<file path="src/rtl/mmio_uart_tx_if.sv">
// MEM-stage data-bus view shared by the CPU and the UART transmitter.
// Carries the store strobe, address, store data and combinational read data.
interface mmio_uart_tx_if;
  logic        MemWrite;
  logic [2:0]  funct3;
  logic [31:0] Address;
  logic [31:0] WriteData;
  logic [31:0] ReadData;

  modport master (
    output MemWrite, funct3, Address, WriteData,
    input  ReadData
  );

  modport slave (
    input  MemWrite, funct3, Address, WriteData,
    output ReadData
  );
endinterface

</file>
<file path="src/rtl/mmio_uart_tx.sv">
// Memory-mapped 8N1 UART transmitter with a TX FIFO.
// TXDATA at BASE_ADDR, STATUS (busy/full/empty/ovf/count) at BASE_ADDR+4.
module mmio_uart_tx #(
  parameter logic [31:0] BASE_ADDR    = 32'h8000_0010,
  parameter int          CLKS_PER_BIT = 868,
  parameter int          FIFO_DEPTH   = 8
) (
  input  logic         clk,
  input  logic         rst,
  mmio_uart_tx_if.slave bus,
  output logic         tx,
  output logic         tx_busy
);
  localparam int PW = $clog2(FIFO_DEPTH);
  localparam int CW = PW + 1;
  localparam int BW = $clog2(CLKS_PER_BIT);
  localparam logic [CW-1:0] DEPTH_C   = CW'(FIFO_DEPTH);
  localparam logic [BW-1:0] BAUD_LAST = BW'(CLKS_PER_BIT - 1);

  typedef enum logic [1:0] {IDLE, START, DATA, STOP} state_e;

  state_e        state_q;
  logic [BW-1:0] baud_q;
  logic [2:0]    bit_idx_q;
  logic [7:0]    shift_q;
  logic          tx_q;
  logic          busy_q;

  logic [7:0]    mem_q [FIFO_DEPTH];
  logic [PW-1:0] rd_ptr_q, rd_ptr_d;
  logic [PW-1:0] wr_ptr_q, wr_ptr_d;
  logic [CW-1:0] count_q, count_d;
  logic          ovf_q, ovf_d;

  logic hit, wr_tx, wr_st, pop, push, full, empty, baud_end;
  logic [31:0] status;
  logic unused_bits;

  assign unused_bits = ^{bus.funct3, bus.Address[1:0],
                         bus.WriteData[31:8]};

  always_comb begin
    hit      = bus.Address[31:3] == BASE_ADDR[31:3];
    wr_tx    = bus.MemWrite & hit & ~bus.Address[2];
    wr_st    = bus.MemWrite & hit & bus.Address[2];
    full     = count_q == DEPTH_C;
    empty    = count_q == '0;
    pop      = (state_q == IDLE) & ~empty;
    // A pop in the same cycle frees a slot for a push into a full FIFO
    push     = wr_tx & (~full | pop);
    baud_end = baud_q == BAUD_LAST;

    rd_ptr_d = pop  ? rd_ptr_q + PW'(1) : rd_ptr_q;
    wr_ptr_d = push ? wr_ptr_q + PW'(1) : wr_ptr_q;
    count_d  = count_q;
    if (push & ~pop) count_d = count_q + CW'(1);
    if (pop & ~push) count_d = count_q - CW'(1);

    ovf_d = ovf_q;
    if (wr_tx & ~push)                ovf_d = 1'b1;
    if (wr_st & bus.WriteData[3])     ovf_d = 1'b0;

    status = {24'b0, 4'(count_q), ovf_q, empty, full, busy_q};
    bus.ReadData = (hit & bus.Address[2]) ? status : 32'b0;
  end

  always_ff @(posedge clk) begin
    if (rst) begin
      rd_ptr_q <= '0;
      wr_ptr_q <= '0;
      count_q  <= '0;
      ovf_q    <= 1'b0;
    end else begin
      rd_ptr_q <= rd_ptr_d;
      wr_ptr_q <= wr_ptr_d;
      count_q  <= count_d;
      ovf_q    <= ovf_d;
    end
  end

  always_ff @(posedge clk) begin
    if (push) mem_q[wr_ptr_q] <= bus.WriteData[7:0];
  end

  always_ff @(posedge clk) begin
    if (rst) begin
      state_q   <= IDLE;
      baud_q    <= '0;
      bit_idx_q <= '0;
      shift_q   <= '0;
      tx_q      <= 1'b1;
      busy_q    <= 1'b0;
    end else begin
      unique case (state_q)
        IDLE: begin
          if (pop) begin
            shift_q   <= mem_q[rd_ptr_q];
            bit_idx_q <= '0;
            baud_q    <= '0;
            state_q   <= START;
            tx_q      <= 1'b0;
            busy_q    <= 1'b1;
          end
        end
        START: begin
          if (baud_end) begin
            baud_q  <= '0;
            state_q <= DATA;
            tx_q    <= shift_q[0];
          end else begin
            baud_q <= baud_q + BW'(1);
          end
        end
        DATA: begin
          if (baud_end) begin
            baud_q <= '0;
            if (bit_idx_q == 3'd7) begin
              state_q <= STOP;
              tx_q    <= 1'b1;
            end else begin
              shift_q   <= shift_q >> 1;
              bit_idx_q <= bit_idx_q + 3'd1;
              tx_q      <= shift_q[1];
            end
          end else begin
            baud_q <= baud_q + BW'(1);
          end
        end
        STOP: begin
          if (baud_end) begin
            baud_q  <= '0;
            state_q <= IDLE;
            busy_q  <= 1'b0;
          end else begin
            baud_q <= baud_q + BW'(1);
          end
        end
        default: state_q <= IDLE;
      endcase
    end
  end

  assign tx      = tx_q;
  assign tx_busy = busy_q;
endmodule

</file>
<file path="src/flat_wrapper.sv">
// flat-port wrapper written by rule: the top's interface ports become plain ports
module mmio_uart_tx_flat 
#(
  parameter logic [31:0] BASE_ADDR    = 32'h8000_0010,
  parameter int          CLKS_PER_BIT = 868,
  parameter int          FIFO_DEPTH   = 8
)
  (clk, rst, tx, tx_busy, bus_MemWrite, bus_funct3, bus_Address, bus_WriteData, bus_ReadData);
  mmio_uart_tx_if bus_i ();
  input  logic clk;
  input  logic rst;
  output logic tx;
  output logic tx_busy;
  input wire logic [$bits(bus_i.MemWrite)-1:0] bus_MemWrite;
  input wire logic [$bits(bus_i.funct3)-1:0] bus_funct3;
  input wire logic [$bits(bus_i.Address)-1:0] bus_Address;
  input wire logic [$bits(bus_i.WriteData)-1:0] bus_WriteData;
  output wire logic [$bits(bus_i.ReadData)-1:0] bus_ReadData;
  assign bus_i.MemWrite = bus_MemWrite;
  assign bus_i.funct3 = bus_funct3;
  assign bus_i.Address = bus_Address;
  assign bus_i.WriteData = bus_WriteData;
  assign bus_ReadData = bus_i.ReadData;
  mmio_uart_tx #(.BASE_ADDR(BASE_ADDR), .CLKS_PER_BIT(CLKS_PER_BIT), .FIFO_DEPTH(FIFO_DEPTH)) u_core (.clk(clk), .rst(rst), .bus(bus_i), .tx(tx), .tx_busy(tx_busy));
endmodule
</file>
<file path="config.mk">
export PLATFORM = sky130hd
export DESIGN_NAME = mmio_uart_tx_flat
export DESIGN_NICKNAME = d
export VERILOG_FILES = /design/src/rtl/mmio_uart_tx_if.sv /design/src/rtl/mmio_uart_tx.sv /design/src/flat_wrapper.sv
export SDC_FILE = /design/constraint.sdc
export NUM_CORES = 1
export LEC_CHECK = 0
export ABC_AREA = 1
export CAP_MARGIN = 20
export CELL_PAD_IN_SITES_DETAIL_PLACEMENT = 2
export CELL_PAD_IN_SITES_GLOBAL_PLACEMENT = 2
export CORE_MARGIN = 3
export CORE_UTILIZATION = 33
export DETAILED_ROUTE_END_ITERATION = 7
export HOLD_SLACK_MARGIN = 0.05
export PLACE_DENSITY_LB_ADDON = 0.1
export SYNTH_ARGS = -nofsm -noshare
export SYNTH_HDL_FRONTEND = slang
export SYNTH_SLANG_ARGS = --single-unit
</file>
<file path="constraint.sdc">
create_clock -name clk -period 4.1 [get_ports clk]
set_input_delay 0.82 -clock clk [delete_from_list [all_inputs] [get_ports clk]]
set_output_delay 0.82 -clock clk [all_outputs]
set_load 0.05 [all_outputs]
</file>
==> summary.md, run 1 <==
| Metric | Value |
|---|---|
| Routed wire length | `about 14 mm` |
| Hold WC Path Type | `flop to flop` |
| Layout cell share with drive strength beyond 1 | `0.0851` |
| I/O pins | `roughly 100` |
| Post-CTS Hold Buffers | `0` |
| Pin count of the biggest net entering global routing | `34` |
| Diode count | `0` |
| Vias in the first global route | `around 4,400` |
| Die height | `between 100 and 150 um` |
| Post-CTS Setup Inserts | `0` |
| Reg clk slew, reported paths | `about 0.07 ns` |
| Async SR Flop Fraction | `0` |
| I/O Buffers | `50` |
| CP Max Fanout | `9` |
| Core Footprint | `approximately 0.015 mm^2` |
| Clk buf depth | `2` |
| Antenna violations before repair | `0` |
| Max-slew headroom at the worst pin | `0.502` |
| Clock latency at the later pin of the worst-skew pair | `about 0.35 ns` |
| Measured slew at the worst slew-check pin | `about 0.75 ns` |
| Main area contributors after synthesis | `edfxtp_1, dfxtp_1, nand2_1` |
| Ys Warns | `0` |
| CTS tree | `built` |
| FF-to-FF setup slack | `1.42 ns` |
| Maximum vdd ir drop | `0.281 mV` |
| Net Sw Power | `between 1 and 1.5 mW` |
| Drt wl/cell | `approximately 17 um` |
| Seq. cell area | `0.00270 mm^2` |
| Unrepaired setup endpoints after global routing | `false` |
| Post-synthesis cell type count | `28` |
| FMAX | `about 280 MHz` |
| Routability cong. | `0.758` |
| Area of the die | `0.0168 mm^2` |
| Overall Power | `roughly 3.5 mW` |
| Worst Setup SP | `bus_Address[20]` |
| LEAKAGE | `2.41 nW` |
| Worst R2R Start | `u_core.state_q[0]` |
| Mean Syn Cell Area | `~8.6 um^2` |
| Fin. max-slew vios | `0` |
| CP Launch Type | `primary input` |
| WHS | `between 0.4 and 0.5 ns` |
| GRT Util Overall | `0.177` |
| Crit end category | `output port` |
| Final #Nets | `724` |
| Fin crit period | `between 3 and 4 ns` |
| Final hold violation count | `0` |
| Synthesized flop and latch total | `103` |
| CTS Root Cell | `clkbuf_16` |
| # resized after CTS | `0` |
| Vias per cell | `between 4 and 5` |
| CP endpoint | `bus_ReadData[1]` |
| Worst reg-to-reg path cell count | `14` |
| Seq/Total Area, Yosys | `0.535` |
| Top_reg_cell synth | `edfxtp_1` |
| # fillers | `1,676` |
| Final Cycle Share | `0.867` |
| Clock sink total | `slightly above 100` |
| Combinational power share | `0.363` |
| Status | `finished, final reports clean` |
| Final ANT Viol Nets | `0` |
| Die width | `about 130 um` |
| DR iter-0 viols | `238` |
| Power Density | `between 500 and 600 mW/mm^2` |
| CTS H-tree lvls | `3` |
| Setup TNS | `0 ns` |
| Total gr overflow | `0` |
| First-pass GRT wire length | `22.9 mm` |
| Dominant cell type by area after synthesis | `edfxtp_1` |
| P&R area growth vs syn | `20.4%` |
| Drt first pass iters | `5` |
| Initial core utilization | `0.342` |
| Switch share | `0.388` |
| Crit path arrival time | `roughly 2.7 ns` |
| R2r endpoint | `u_core.count_q[2]` |
| Multi-input combinational cell area | `between 0.0015 and 0.002 mm^2` |
| Critical path class | `primary input to output port` |
| Vias | `just over 4,000` |
| Mapped Cells | `about 600` |
| Final setup fails | `0` |
| Clk network pwr share | `0.269` |
| DR DRC count | `0` |
| Post-synthesis cell area | `between 0.005 and 0.006 mm^2` |
| Hold path depth | `2` |
| CP required | `3.28 ns` |
| Flop pwr share | `0.368` |
| Internal | `approximately 2.1 mW` |
| Max-cap viol count | `0` |
| CTS buffer count | `9` |
| Placed wire-length estimate | `about 10 mm` |
| FP Rows | `44` |
| Post-synth top area share | `0.380` |
| Critical hold path startpoint | `u_core.shift_q[6]` |
| EDFF count, synth | `between 60 and 70` |
| Skew final | `0.00895 ns` |
[registers in the layout, summed over array words and instances (netlist names), named ones only]
| register | count |
|---|---|
| u_core.rd_ptr_q | 3 |
| u_core.baud_q | 10 |
| u_core.count_q | 4 |
| u_core.mem_q | 64 |
| u_core.ovf_q | 1 |
| u_core.tx | 1 |
| u_core.state_q | 2 |
| u_core.shift_q | 8 |
| u_core.bit_idx_q | 3 |
| u_core.wr_ptr_q | 3 |
| u_core.tx_busy | 1 |
[metal layers]
metal,share of wire,up-vias,GRT usage
li1,-,1984,-
met3,0.033,6,0.0262
met2,0.53,64,0.329
met5,0,-,0
met4,0.0069,0,0.0495
met1,0.43,2014,0.213
[metrics by stage]
step | worst slack [ns] | util | cell area (um^2) | std cells
3_5_place_dp | 0.486 | 0.391 | 5760 | 814
3_3_place_gp | 0.498 | 0.391 | 5760 | 814
6_report | 0.545 | 0.412 | 6080 | 830
5_1_grt | 0.285 | 0.412 | 6080 | 830
4_1_cts | 0.476 | 0.412 | 6080 | 830
2_1_floorplan | 0.710 | - | 5140 | 609
[layout by cell type, fill, tap and decap left out, types with 3 or more instances in the layout]
| cell type | synthesis | routed |
|---|---|---|
| inv_1 | 53 | 53 |
| nor2_1 | 86 | 86 |
| buf_12 | 0 | 8 |
| edfxtp_1 | 64 | 64 |
| nand3_1 | 72 | 72 |
| o21ai_0 | 20 | 20 |
| a21oi_1 | 23 | 23 |
| conb_1 | 1 | 24 |
| buf_4 | 24 | 11 |
| nor3_1 | 7 | 7 |
| nand4_1 | 8 | 8 |
| nand2_1 | 127 | 127 |
| o22ai_1 | 3 | 3 |
| ha_1 | 13 | 13 |
| inv_2 | 4 | 4 |
| clkbuf_16 | 0 | 9 |
| dfxtp_1 | 39 | 39 |
| nand2_2 | 3 | 3 |
| or2_2 | 7 | 7 |
| clkdlybuf4s50_1 | 0 | 42 |
| xor2_1 | 6 | 6 |
[synth_stat cells (all sizes together), types with 8 or more instances]
cell type / n
nor2: 88
nand2: 131
edfxtp: 64
o21ai: 20
nand3: 73
a21oi: 23
inv: 57
clkbuf: 8
ha: 13
nand4: 10
dfxtp: 39
buf: 32
[final cells by class]
class | count | area share
flip-flops and latches | 103 | 0.444
multi-input cells | 409 | 0.321
repair buffers | 61 | 0.109
inverters | 57 | 0.0352
well taps | 184 | 0.0378
clock buffers | 10 | 0.0376
clock inverters | 6 | 0.0152
[kinds of logic after synthesis]
group / share of synthesized area
simple gates: 0.276
flops: 0.535
buf+inv: 0.0956
compound gates: 0.0463
fa+ha+maj: 0.0322
xor+xnor: 0.0139
other cells: 0.000742
[critical path, cell delays in order]
cell,delay (ns)
clkdlybuf4s50_1,0.43
inv_1,0.09
nand4_1,0.09
nor2_1,0.13
nand2_1,0.08
nor2_1,0.24
nand2_1,0.30
nor3_1,0.37
buf_12,0.19
[power by group through the flow]
stage	Clock [mW]	Combinational [mW]	Sequential [mW]
finish	0.937	1.26	1.28
global route	1.00	1.44	1.30
CTS	0.970	1.29	1.28
detailed placement	0	1.28	1.30
global placement	0	1.21	1.30
floorplan	0	0.963	1.30
[worst min-delay path by stage]
stage	slack (ns)	to
global placement	0.45	u_core.rd_ptr_q[2]
CTS	0.47	u_core.shift_q[6]
finish	0.47	u_core.shift_q[6]
detailed placement	0.46	u_core.shift_q[6]
floorplan	0.43	u_core.shift_q[2]
global route	0.50	u_core.shift_q[6]
(Power assumes the default switching activity.)
==> run 2: changes to the inputs <==
CORE_MARGIN = default   (was 3)
==> run 2 against run 1 <==
Compared with the run above:
- non-clock buffer count stayed put
- largest cell class unchanged
- sequential cell count stayed put
- core utilization is 0.58 points lower
- die area is 6.1% lower
- critical endpoint unchanged
- maximum frequency is 2.1% higher
- clock skew hardly changed
- power is 0.55% lower
==> summary.md, run 2 (synthesis results as in run 1) <==
| Metric | Value |
|---|---|
| Crit path arrival time | `approximately 2.7 ns` |
| Area of the die | `~0.016 mm^2` |
| Biggest regs | `u_core.mem_q: 64 flops, u_core.baud_q: 10 flops, u_core.shift_q: 8 flops` |
| Drt first pass iters | `4` |
| # resized after CTS | `0` |
| GRT Util Overall | `0.194` |
| Final Cycle Share | `0.849` |
| FF-to-FF setup slack | `around 1.4 ns` |
| CP required | `approximately 3.3 ns` |
| Placed wire-length estimate | `between 10 and 15 mm` |
| Layout cell share with drive strength beyond 1 | `0.0853` |
| Max FFs per register | `64` |
| CTS Root Cell | `clkbuf_16` |
| Core Util, Final | `0.407` |
| Die width | `around 130 um` |
| Maximum vdd ir drop | `around 0.26 mV` |
| Fin. max-slew vios | `0` |
| CTS buffer count | `9` |
| Vias per cell | `4.96` |
| WHS | `between 0.4 and 0.5 ns` |
| Post-DP Area | `around 0.0057 mm^2` |
| Pin count of the biggest net entering global routing | `34` |
| Routed wl met2 | `~7.4 mm` |
| Max-slew headroom at the worst pin | `0.496` |
| Slowest stage delay, CP | `about 0.42 ns` |
| Reg clk slew, reported paths | `0.07 ns` |
| Crit end category | `output port` |
| Unrepaired setup endpoints after global routing | `false` |
| Diode count | `0` |
| Drt wl/cell | `17.1 um` |
| Wl on met1 | `6.16 mm` |
| CP max-delay cell | `clkdlybuf4s50_1` |
| Post-CTS Hold Buffers | `0` |
| Die height | `about 130 um` |
| Final hold violation count | `0` |
| Crit-path cells | `clkdlybuf4s50_1, inv_1, nand4_1, nor2_1, nand2_1, nor2_1, nand2_1, nor3_1, buf_12` |
| I/O pins | `around 100` |
| Most common cell after layout, fill and taps aside | `nand2_1` |
| Clock sink total | `slightly above 100` |
| Top reg by flops | `u_core.mem_q` |
| Commonest non-fill, non-tap cells in the layout | `nand2_1, nor2_1, nand3_1, edfxtp_1, inv_1` |
| Routability cong. | `between 0.7 and 0.8` |
| First-pass GRT wire length | `between 20 and 25 mm` |
| Worst R2R Start | `u_core.state_q[1]` |
| Hold WC Path Type | `flop to flop` |
| Max-cap viol count | `0` |
| Status | `finished, final reports clean` |
| Skew final | `~0.009 ns` |
| Vias | `4,112` |
| P&R area growth vs syn | `18.7%` |
| Routed wire length | `roughly 14 mm` |
| Overall Power | `roughly 3.5 mW` |
| Final ANT Viol Nets | `0` |
| Core Footprint | `~0.015 mm^2` |
| CP bufs+invs | `3` |
| FMAX | `about 290 MHz` |
| Post-CTS Setup Inserts | `0` |
| Cell family with most CP delay | `simple AND/OR/NAND/NOR gates` |
| DR DRC count | `0` |
| DR iter-0 viols | `~170` |
| LEAKAGE | `2.40 nW` |
| Measured slew at the worst slew-check pin | `approximately 0.75 ns` |
| Worst Setup SP | `bus_Address[23]` |
| Initial core utilization | `0.342` |
| Antenna violations before repair | `0` |
| CTS H-tree lvls | `3` |
| Setup TNS | `0 ns` |
| Vias in the first global route | `approximately 4,600` |
| Final #Nets | `between 700 and 800` |
| Met3 routed WL | `~430 um` |
| Power Density | `between 500 and 600 mW/mm^2` |
| Clk buf depth | `2` |
| FP Rows | `44` |
| Total gr overflow | `0` |
| Critical path class | `primary input to output port` |
| Final setup fails | `0` |
| CP Max Fanout | `9` |
| CP Launch Type | `primary input` |
| Fin crit period | `approximately 3.5 ns` |
| I/O Buffers | `50` |
| Final instance area | `approximately 0.0060 mm^2` |
| CTS tree | `built` |
| Critical hold path startpoint | `u_core.shift_q[5]` |
| Top Layer Used | `met4` |
| Clock latency at the later pin of the worst-skew pair | `between 0.3 and 0.4 ns` |
[run 2: final timing paths]
check | to | cells past startpoint
setup reg to reg | u_core.count_q[2] | 14
hold / removal | u_core.shift_q[5] | 2
setup / recovery | bus_ReadData[1] | 9
hold reg to reg | u_core.shift_q[5] | 2
[run 2: area by class of cell]
cell class | count | area, um^2
multi-input cells | 409 | 1950
clock inverters | 6 | 86.3
well taps | 184 | 230
repair buffers | 61 | 588
clock buffers | 9 | 225
flip-flops and latches | 103 | 2700
inverters | 57 | 214
fillers | 1648 | 8750
[run 2: worst min-delay path, stage by stage (launching register included)]
cell,delay [ns]
dfxtp_1,0.31
nand2_1,0.06
a21oi_1,0.05
[run 2: metal layers]
layer  vias to the layer above  track usage
met1                      2043        0.223
met3                        17       0.0340
met2                        65        0.364
met5                         -            0
li1                       1987            -
met4                         0       0.0574
[run 2: through the flow]
| step | cells | worst slack (ns) |
|---|---|---|
| 4_1_cts | 829 | 0.545 |
| 2_1_floorplan | 609 | 0.710 |
| 3_5_place_dp | 814 | 0.576 |
| 6_report | 829 | 0.617 |
| 5_1_grt | 829 | 0.390 |
| 3_3_place_gp | 814 | 0.585 |
[run 2: where the power goes]
part           leakage [nW]  switching, mW  internal [mW]
Combinational          1.35          0.869          0.393
Sequential            0.894         0.0845           1.20
Clock                 0.147          0.385          0.530
